<file path="src/rtl/wb_stage.sv">
// -----------------------------------------------------------------------------
// wb_stage -- writeback stage, directly downstream of the memory stage.
//
// Takes the memory-stage results, extracts and extends load data from the RAM
// read word, drives the register-file write port, publishes a WB bypass pair
// for the execute-stage forwarding mux and keeps retire / misaligned-load
// counters for the debug/trace block. Every output is registered, so there is
// no combinational path from any input to any output.
//
// Handshake: an instruction is accepted on a posedge where in_valid is high and
// stall is low. While stall is high the upstream stage holds its outputs, so
// the same instruction is presented again and is accepted exactly once, on the
// first unstalled edge. There is no ready output; stall is the back-pressure.
//
// Encodings shared with the decode / memory stages:
//   insn_type     : R=0, I=1, L=2, S=3, B=4, J=5, U=6
//   load_sub_type : L_B=0, L_H=1, L_W=2, L_BU=3, L_HU=4 (anything else unknown)
//
// Ports:
//   clk, rst        clock, synchronous active-high reset
//   stall, in_valid acceptance control (see above)
//   insn_type       instruction class
//   load_sub_type   load width / signedness
//   addr_lo         byte offset of the load address
//   wb_reg, wb_val  destination register and execute result
//   use_mem_output  select extracted RAM data instead of wb_val
//   ram_r_data      RAM read word, valid alongside the memory-stage outputs
//   rf_w_en/addr/data  register-file write port
//   bp_wb_reg/val   bypass pair, reg 0 means no bypass
//   retired_cnt     accepted-instruction count (wraps)
//   misalign_err    sticky misaligned-load flag
//   misalign_cnt    saturating misaligned-load count
// -----------------------------------------------------------------------------
module wb_stage #(
  parameter int unsigned XLEN     = 32,
  parameter int unsigned REG_AW   = 5,
  parameter int unsigned MA_CNT_W = 8
) (
  input  logic                clk,
  input  logic                rst,
  input  logic                stall,
  input  logic                in_valid,
  input  logic [3:0]          insn_type,
  input  logic [3:0]          load_sub_type,
  input  logic [1:0]          addr_lo,
  input  logic [REG_AW-1:0]   wb_reg,
  input  logic [XLEN-1:0]     wb_val,
  input  logic                use_mem_output,
  input  logic [XLEN-1:0]     ram_r_data,
  output logic                rf_w_en,
  output logic [REG_AW-1:0]   rf_w_addr,
  output logic [XLEN-1:0]     rf_w_data,
  output logic [REG_AW-1:0]   bp_wb_reg,
  output logic [XLEN-1:0]     bp_wb_val,
  output logic [31:0]         retired_cnt,
  output logic                misalign_err,
  output logic [MA_CNT_W-1:0] misalign_cnt
);

  localparam logic [3:0] TYPE_L = 4'd2;
  localparam logic [3:0] TYPE_S = 4'd3;
  localparam logic [3:0] TYPE_B = 4'd4;

  localparam logic [3:0] LD_B  = 4'd0;
  localparam logic [3:0] LD_H  = 4'd1;
  localparam logic [3:0] LD_W  = 4'd2;
  localparam logic [3:0] LD_BU = 4'd3;
  localparam logic [3:0] LD_HU = 4'd4;

  localparam logic [MA_CNT_W-1:0] MA_ONE = {{(MA_CNT_W-1){1'b0}}, 1'b1};

  // ---------------------------------------------------------------------------
  // Registered state
  // ---------------------------------------------------------------------------
  logic                rf_w_en_q,      rf_w_en_d;
  logic [REG_AW-1:0]   rf_w_addr_q,    rf_w_addr_d;
  logic [XLEN-1:0]     rf_w_data_q,    rf_w_data_d;
  logic [REG_AW-1:0]   bp_wb_reg_q,    bp_wb_reg_d;
  logic [XLEN-1:0]     bp_wb_val_q,    bp_wb_val_d;
  logic [31:0]         retired_cnt_q,  retired_cnt_d;
  logic                misalign_err_q, misalign_err_d;
  logic [MA_CNT_W-1:0] misalign_cnt_q, misalign_cnt_d;

  // ---------------------------------------------------------------------------
  // Load extraction
  // ---------------------------------------------------------------------------
  logic [15:0]     half_sel;
  logic [7:0]      byte_sel;
  logic [XLEN-1:0] ld_data;
  logic            ld_known;

  // Halfword lane picked by addr_lo[1]; odd offsets are caught as misaligned.
  assign half_sel = addr_lo[1] ? ram_r_data[31:16] : ram_r_data[15:0];
  assign byte_sel = ram_r_data[{addr_lo, 3'b000} +: 8];

  always_comb begin
    ld_data  = '0;
    ld_known = 1'b1;
    case (load_sub_type)
      LD_W:    ld_data = ram_r_data;
      LD_H:    ld_data = {{(XLEN-16){half_sel[15]}}, half_sel};
      LD_HU:   ld_data = {{(XLEN-16){1'b0}}, half_sel};
      LD_B:    ld_data = {{(XLEN-8){byte_sel[7]}}, byte_sel};
      LD_BU:   ld_data = {{(XLEN-8){1'b0}}, byte_sel};
      default: ld_known = 1'b0;
    endcase
  end

  // ---------------------------------------------------------------------------
  // Accept, misalignment and write qualification
  // ---------------------------------------------------------------------------
  logic            accept;
  logic            is_load;
  logic            misaligned;
  logic            no_dest;
  logic            mem_bad;
  logic            wr_en;
  logic [XLEN-1:0] wr_data;

  assign accept  = in_valid & ~stall;
  assign is_load = (insn_type == TYPE_L);

  assign misaligned = is_load &
                      ((load_sub_type == LD_W && addr_lo != 2'b00) ||
                       ((load_sub_type == LD_H || load_sub_type == LD_HU) && addr_lo[0]));

  // Stores and branches carry a wb_reg field that must never be written.
  assign no_dest = (insn_type == TYPE_S) || (insn_type == TYPE_B) || (wb_reg == '0);

  // A RAM-sourced write with an unrecognised sub-type is suppressed (data 0).
  assign mem_bad = use_mem_output & ~ld_known;

  assign wr_data = use_mem_output ? ld_data : wb_val;
  assign wr_en   = accept & ~no_dest & ~misaligned & ~mem_bad;

  // ---------------------------------------------------------------------------
  // Next state
  // ---------------------------------------------------------------------------
  always_comb begin
    rf_w_en_d      = wr_en;
    rf_w_addr_d    = rf_w_addr_q;
    rf_w_data_d    = rf_w_data_q;
    bp_wb_reg_d    = '0;
    bp_wb_val_d    = '0;
    retired_cnt_d  = retired_cnt_q;
    misalign_err_d = misalign_err_q;
    misalign_cnt_d = misalign_cnt_q;

    if (accept) begin
      // The write port tracks the last accepted instruction; consumers gate
      // on rf_w_en, and the value holds across stalls and bubbles.
      rf_w_addr_d   = wb_reg;
      rf_w_data_d   = wr_data;
      retired_cnt_d = retired_cnt_q + 32'd1;
      if (misaligned) begin
        misalign_err_d = 1'b1;
        if (misalign_cnt_q != '1) begin
          misalign_cnt_d = misalign_cnt_q + MA_ONE;
        end
      end
    end

    if (wr_en) begin
      bp_wb_reg_d = wb_reg;
      bp_wb_val_d = wr_data;
    end
  end

  always_ff @(posedge clk) begin
    if (rst) begin
      rf_w_en_q      <= 1'b0;
      rf_w_addr_q    <= '0;
      rf_w_data_q    <= '0;
      bp_wb_reg_q    <= '0;
      bp_wb_val_q    <= '0;
      retired_cnt_q  <= '0;
      misalign_err_q <= 1'b0;
      misalign_cnt_q <= '0;
    end else begin
      rf_w_en_q      <= rf_w_en_d;
      rf_w_addr_q    <= rf_w_addr_d;
      rf_w_data_q    <= rf_w_data_d;
      bp_wb_reg_q    <= bp_wb_reg_d;
      bp_wb_val_q    <= bp_wb_val_d;
      retired_cnt_q  <= retired_cnt_d;
      misalign_err_q <= misalign_err_d;
      misalign_cnt_q <= misalign_cnt_d;
    end
  end

  assign rf_w_en      = rf_w_en_q;
  assign rf_w_addr    = rf_w_addr_q;
  assign rf_w_data    = rf_w_data_q;
  assign bp_wb_reg    = bp_wb_reg_q;
  assign bp_wb_val    = bp_wb_val_q;
  assign retired_cnt  = retired_cnt_q;
  assign misalign_err = misalign_err_q;
  assign misalign_cnt = misalign_cnt_q;

endmodule

</file>
<file path="config.mk">
export PLATFORM = sky130hd
export DESIGN_NAME = wb_stage
export DESIGN_NICKNAME = d
export VERILOG_FILES = /design/src/rtl/wb_stage.sv
export SDC_FILE = /design/constraint.sdc
export NUM_CORES = 1
export LEC_CHECK = 0
export BUFFER_PORTS_ARGS = -buffer_cell sky130_fd_sc_hd__clkbuf_2
export CAP_MARGIN = 15
export CELL_PAD_IN_SITES_DETAIL_PLACEMENT = 1
export CELL_PAD_IN_SITES_GLOBAL_PLACEMENT = 1
export CORE_AREA = 10 10 121 150
export CTS_CLUSTER_DIAMETER = 40
export DETAILED_ROUTE_END_ITERATION = 8
export DIE_AREA = 0 0 131 160
export MAX_ROUTING_LAYER = met4
export PLACE_DENSITY_LB_ADDON = 0.1
export REMOVE_ABC_BUFFERS = 1
export SYNTH_ARGS = -nofsm -noshare
export SYNTH_HDL_FRONTEND = slang
export SYNTH_SLANG_ARGS = --single-unit
export TNS_END_PERCENT = 50
</file>
<file path="constraint.sdc">
create_clock -name clk -period 2.7 [get_ports clk]
set_input_delay 0.135 -clock clk [delete_from_list [all_inputs] [get_ports clk]]
set_output_delay 0.135 -clock clk [all_outputs]
set_load 0.01 [all_outputs]
</file>
Word level (Yosys, flattened, before mapping)
Cells that the tools add are included.
{"block": "totals", "out_inout_bits": 116, "elab_cells": 48, "input_bits": 84, "register_bits": 116}
{"block": "op_classes", "muxes": 4, "n_eq_ne": 8, "bitwise_logic": 12, "n_shift": 1, "reduce_logical": 13, "addsub": 2}
{"cell": "$pmux 32 s5", "count": 1}
{"cell": "$add 32x1->32 const B", "count": 1}
{"cell": "$mux 32", "count": 1}
{"cell": "$shiftx 32x6->8", "count": 1}
{"cell": "$eq 4x2->1 const B", "count": 4}
{"cell": "$mux 16", "count": 1}
{"cell": "$add 8x1->8 const B", "count": 1}
{"cell": "$eq 4x3->1 const B", "count": 2}
{"cell": "$ne 8x8->1 const B", "count": 1}
{"cell": "$and 1x1->1", "count": 6}
{"cell": "$not 1->1", "count": 6}
{"cell": "$logic_not 5->1", "count": 1}
{"cell": "$reduce_or 5->1", "count": 1}
{"cell": "$eq 4x1->1 const B", "count": 1}
{"cell": "$logic_not 4->1", "count": 1}
{"cell": "$logic_or 1x1->1", "count": 4}
{"cell": "$reduce_and 3->1", "count": 1}
{"cell": "$logic_and 1x1->1", "count": 2}
{"cell": "$reduce_and 2->1", "count": 1}
{"cell": "$reduce_bool 2->1", "count": 1}
{"cell": "$reduce_or 2->1", "count": 1}
{"cell": "$mux 1", "count": 1}

Logic depth before layout (Yosys ltp)
{"block": "logic_depth", "word_depth": 10, "mapped_depth": 8, "mapped_depth_nobuf": 6}

Worst setup path after synthesis
No wires, ideal clock.
{"block": "synth_path", "path_kind": "input port to flip-flop", "startpoint": "input port load_sub_type[3]", "endpoint": "register misalign_cnt_q[7] (netlist: misalign_cnt[7])", "n_path_buf": 2, "required_time_ns": 2.565, "stages": 7, "setup_slack_ns": 0.697, "t_arrival_ns": 1.868, "setup_time_ns": 0.135, "path_cell_list": "buf_6 nand2b_4 or4_4 or4_4 buf_4 o311ai_0 o41ai_1"}
{"block": "synth_between", "elab_chain_len": 6, "word_cells_on_any_way": 9, "classes_between": "eq/ne (3); bitwise (1); reduce/logical (5)"}
{"item": "from (decl)", "line_no": "44", "text": "input logic [3:0] load_sub_type,"}
{"item": "$eq 4x1->1 / $eq 4x3->1 (equally long branches)", "line_no": "125", "text": "((load_sub_type == LD_H || load_sub_type == LD_HU) && addr_lo[0]));"}
{"item": "$logic_or 1x1->1", "line_no": "125"}
{"item": "$logic_and 1x1->1", "line_no": "125"}
{"item": "$logic_or 1x1->1 (*)", "line_no": "124", "text": "((load_sub_type == LD_W && addr_lo != 2'b00) ||"}
{"item": "$and 1x1->1 (*)", "line_no": "123", "text": "assign misaligned = is_load &"}
{"item": "$reduce_and 3->1 (no source line) (*)"}
{"item": "to (signal assigned)", "line_no": "187", "text": "misalign_cnt_q <= misalign_cnt_d;"}
{"item": "to (decl)", "line_no": "82", "text": "logic [MA_CNT_W-1:0] misalign_cnt_q, misalign_cnt_d;"}
Mark *: on every way between the ends. The rest lies on a longest branch, timed or not.
A chain may end at the register's enable or synchronous reset.

Worst setup path in the final report
{"block": "layout_path", "startpoint": "register retired_cnt_q[6] (netlist: retired_cnt[6])", "endpoint": "register retired_cnt_q[27] (netlist: retired_cnt[27])"}
{"block": "layout_between", "elab_chain_len": 1}
{"item": "from (decl)", "line_no": "80", "text": "logic [31:0] retired_cnt_q, retired_cnt_d;"}
{"item": "from (signal assigned)", "line_no": "185", "text": "retired_cnt_q <= retired_cnt_d;"}
{"item": "$add 32x1->32", "line_no": "154", "text": "retired_cnt_d = retired_cnt_q + 32'd1;"}
No other way between the ends.

==> flow_summary.yaml <==
drt:
  remaining_drc_errors: 0
  via_count: 5472
  route.detailed.vias_per_inst: 5.28
  route.antenna.remaining_nets: 0
  routedWlPerCell_um: 20.0
  detail_route.wirelength_um: 20700
  1st_iter_drt_viols: 258
  drt-pass1-iter-count: 4
grt:
  grt_first_pass_wirelength_um: 33000
  grt_max_degree: 50
  initial_antenna_violation_count: 1
  grt_use_total_pct: 20.7
  grt_pass1_vias: 6125
  globalRoute.totalOverflow: 0
yosys:
  asyncSetResetFlopFracSynth_pct: 0
  synthDominantCellAreaShare_pct: 44.3
  netlist_area_mm2: 0.00524
  syn_area_per_cell_um2: 8.54
  synth-warning-count: 0
  synthDistinctLibCells: 52
  synth_edf_count: 0
  syn_inst: 614
  synth_top_cells_by_area: "sky130_fd_sc_hd__dfxtp_1, sky130_fd_sc_hd__nor2_1, sky130_fd_sc_hd__a21oi_1"
  yosys-top-cells-count: "sky130_fd_sc_hd__dfxtp_1, sky130_fd_sc_hd__nor2_1, sky130_fd_sc_hd__nand2_1, sky130_fd_sc_hd__a21oi_1"
  post-synth-top-count-cell: "sky130_fd_sc_hd__dfxtp_1"
  synth_largest_area_cell: "sky130_fd_sc_hd__dfxtp_1"
  yosys_register_bits: 116
  most_instantiated_flip_flop_cell_in_the_synthesis_netlist: "sky130_fd_sc_hd__dfxtp_1"
  synth.yosys.seq_area_share_pct: 44.3
timing:
  finalCriticalPeriod_ns: 2.12
  hold_viol: 0
  worst_clock_skew_ns: 0.00384
  fmax_mhz: 472
  hold_ws_ns: 0.0224
  rsz0062_at_grt: "false"
  worst-slew-pin-transition_ns: 0.829
  max-slew-margin-rel_pct: 44.6
  final.period_utilization_pct: 78.4
  maxSlewViolCount: 0
  final.setup.tns_ns: 0
  report.final.setup_viol: 0
die:
  rows: 51
  die_height_um: 160
  number_of_placed_i_o_pins: 200
  initial_utilization_pct: 34.1
  die-area_mm2: 0.0210
  chipWidth_um: 131
  floorplan.core_area_mm2: 0.0154
critical_path:
  crit_path_start: "retired_cnt[6]$_SDFFE_PP0N_"
  reg2reg_setup_slack_ns: 0.58
  arrival_ns: 2.44
  regToRegStartpoint: "retired_cnt[6]$_SDFFE_PP0N_"
  setup.worst_path.end_class: "flip-flop"
  timing.setup.critical_path_class: "reg -> reg"
  reg_to_reg_endpoint: "retired_cnt[27]$_SDFFE_PP0N_"
  crit_path_max_fanout: 9
  rr_worst_depth: 5
  start_kind: "flip-flop"
  required_ns: 3.03
  critical_path.endpoint: "retired_cnt[27]$_SDFFE_PP0N_"
clocking:
  cts_made_buffers: 17
  clock-root-buffer: "sky130_fd_sc_hd__clkbuf_16"
  clock_pin_slew_worst_setup_and_hold_paths_ns: 0.05
  cts_buffer_depth: 2
  clock_tree_from_tritoncts: "done"
  numClockSinks: 116
  insertion_delay_ns: 0.41
  htree_levels: 4
pwr:
  p_leak_nw: 3.01
  power-per-cell-area_mw_per_mm2: 600
  ir_worst_vdd_mv: 0.331
place:
  place.port_buffers: 199
  dpl.hpwl_um: 15700
  gpl.final_weighted_congestion: 0.803
  place_area_mm2: 0.00648
final_layout:
  footprint_of_the_multi_input_gates_mm2: 0.00271
  nets: 901
  area_growth_pct: 35.4
  stdcell_area_mm2: 0.00709
  fill_cells: 1909
  regArea_mm2: 0.00232
  drive_above_1_share_pct: 34.6
outcome:
  outcome: "completed"
flow_run:
  maxCapViolCount: 0
hold_path:
  hold_path_class: "in -> reg"
[final cells by class]
type                            count  area share [%]
Antenna cell                        1          0.0353
Clock inverter                      4           0.353
Timing Repair Buffer              226            17.2
Inverter                           13           0.688
Sequential cell                   116            32.7
Tap cell                          212            3.74
Multi-Input combinational cell    441            38.2
Clock buffer                       24            7.07
[what timing repair did]
action,CTS,global route
gates resized for setup,0,0
setup buffers,0,0
hold buffers,8,0
endpoints found under the hold margin,13,0
[cell families (layout without fill, tap and decap cells)]
| kind of cell | Yosys count | after routing | share of synthesized area [%] |
|---|---|---|---|
| adders and majority gates | 2 | 2 | 0.477 |
| buffers and inverters | 57 | 267 | 4.37 |
| xor gates and xnor gates | 24 | 24 | 4.01 |
| and+or+nand+nor | 234 | 234 | 22.1 |
| muxes | 17 | 17 | 3.63 |
| DFF | 116 | 116 | 44.3 |
| AOI/OAI and AO/OA | 164 | 164 | 21.1 |
| other | 0 | 1 | 0 |
[report_power, final]
group	internal, W	switching [W]
Sequential	0.00175	0.0000211
Clock	0.00127	0.000757
Combinational	0.000187	0.000274
Total	0.00321	0.00105
[how the worst min path moves through the flow]
stage	startpoint	endpoint	slack, ns	cells after the start
2_1_floorplan	rst	misalign_cnt[0]$_SDFFE_PP0P_	0.20	1
3_3_place_gp	wb_reg[0]	bp_wb_reg[0]$_SDFF_PP0_	0.38	3
3_5_place_dp	wb_reg[2]	bp_wb_reg[2]$_SDFF_PP0_	0.38	3
4_1_cts	wb_val[14]	bp_wb_val[14]$_SDFF_PP0_	0.001	3
5_1_grt	wb_val[15]	bp_wb_val[15]$_SDFF_PP0_	0.03	3
6_report	wb_val[14]	bp_wb_val[14]$_SDFF_PP0_	0.02	3
[per-stage QoR]
step / util (%) / worst slack, ns / total power [W] / std cells
floorplan: - / -0.805 / 0.00202 / 570
global placement: 42.2 / 0.498 / 0.00225 / 1000
detailed placement: 42.2 / 0.464 / 0.00226 / 1000
CTS: 46.1 / 0.570 / 0.00431 / 1036
global route: 46.1 / 0.320 / 0.00445 / 1037
finish: 46.1 / 0.583 / 0.00426 / 1037
[layout by cell type (no fill, tap or decap), types with 8 or more instances in the layout]
cell / netlist / routed
sky130_fd_sc_hd__o21ai_0: 21 / 21
sky130_fd_sc_hd__nand2_1: 57 / 57
sky130_fd_sc_hd__dfxtp_1: 116 / 116
sky130_fd_sc_hd__a221oi_1: 9 / 9
sky130_fd_sc_hd__nor2_1: 75 / 75
sky130_fd_sc_hd__inv_1: 12 / 12
sky130_fd_sc_hd__mux2_2: 16 / 16
sky130_fd_sc_hd__nand4_1: 12 / 12
sky130_fd_sc_hd__dlygate4sd3_1: 0 / 8
sky130_fd_sc_hd__buf_4: 1 / 19
sky130_fd_sc_hd__or3_1: 11 / 11
sky130_fd_sc_hd__a31o_2: 18 / 18
sky130_fd_sc_hd__clkbuf_2: 1 / 199
sky130_fd_sc_hd__nand3_1: 12 / 12
sky130_fd_sc_hd__a211oi_1: 32 / 32
sky130_fd_sc_hd__xor2_1: 18 / 18
sky130_fd_sc_hd__a21oi_1: 49 / 49
sky130_fd_sc_hd__nor2b_1: 19 / 18
sky130_fd_sc_hd__nor3_1: 11 / 11
sky130_fd_sc_hd__clkbuf_16: 0 / 17
[per-layer routing]
metal	share of wire (%)	vias to the layer above	track usage, %
li1	-	2620	-
met1	39	2665	22.1
met2	52	167	35.3
met3	6.7	20	6.26
met4	1.5	0	7.35
met5	0	-	-
[critical path, stage by stage (launching register included)]
cell,delay (ns)
sky130_fd_sc_hd__dfxtp_1,0.43
sky130_fd_sc_hd__and4_1,0.29
sky130_fd_sc_hd__and3_1,0.34
sky130_fd_sc_hd__nand4_1,0.37
sky130_fd_sc_hd__or3_1,0.43
sky130_fd_sc_hd__a21oi_1,0.16
(Power assumes the default switching activity.)
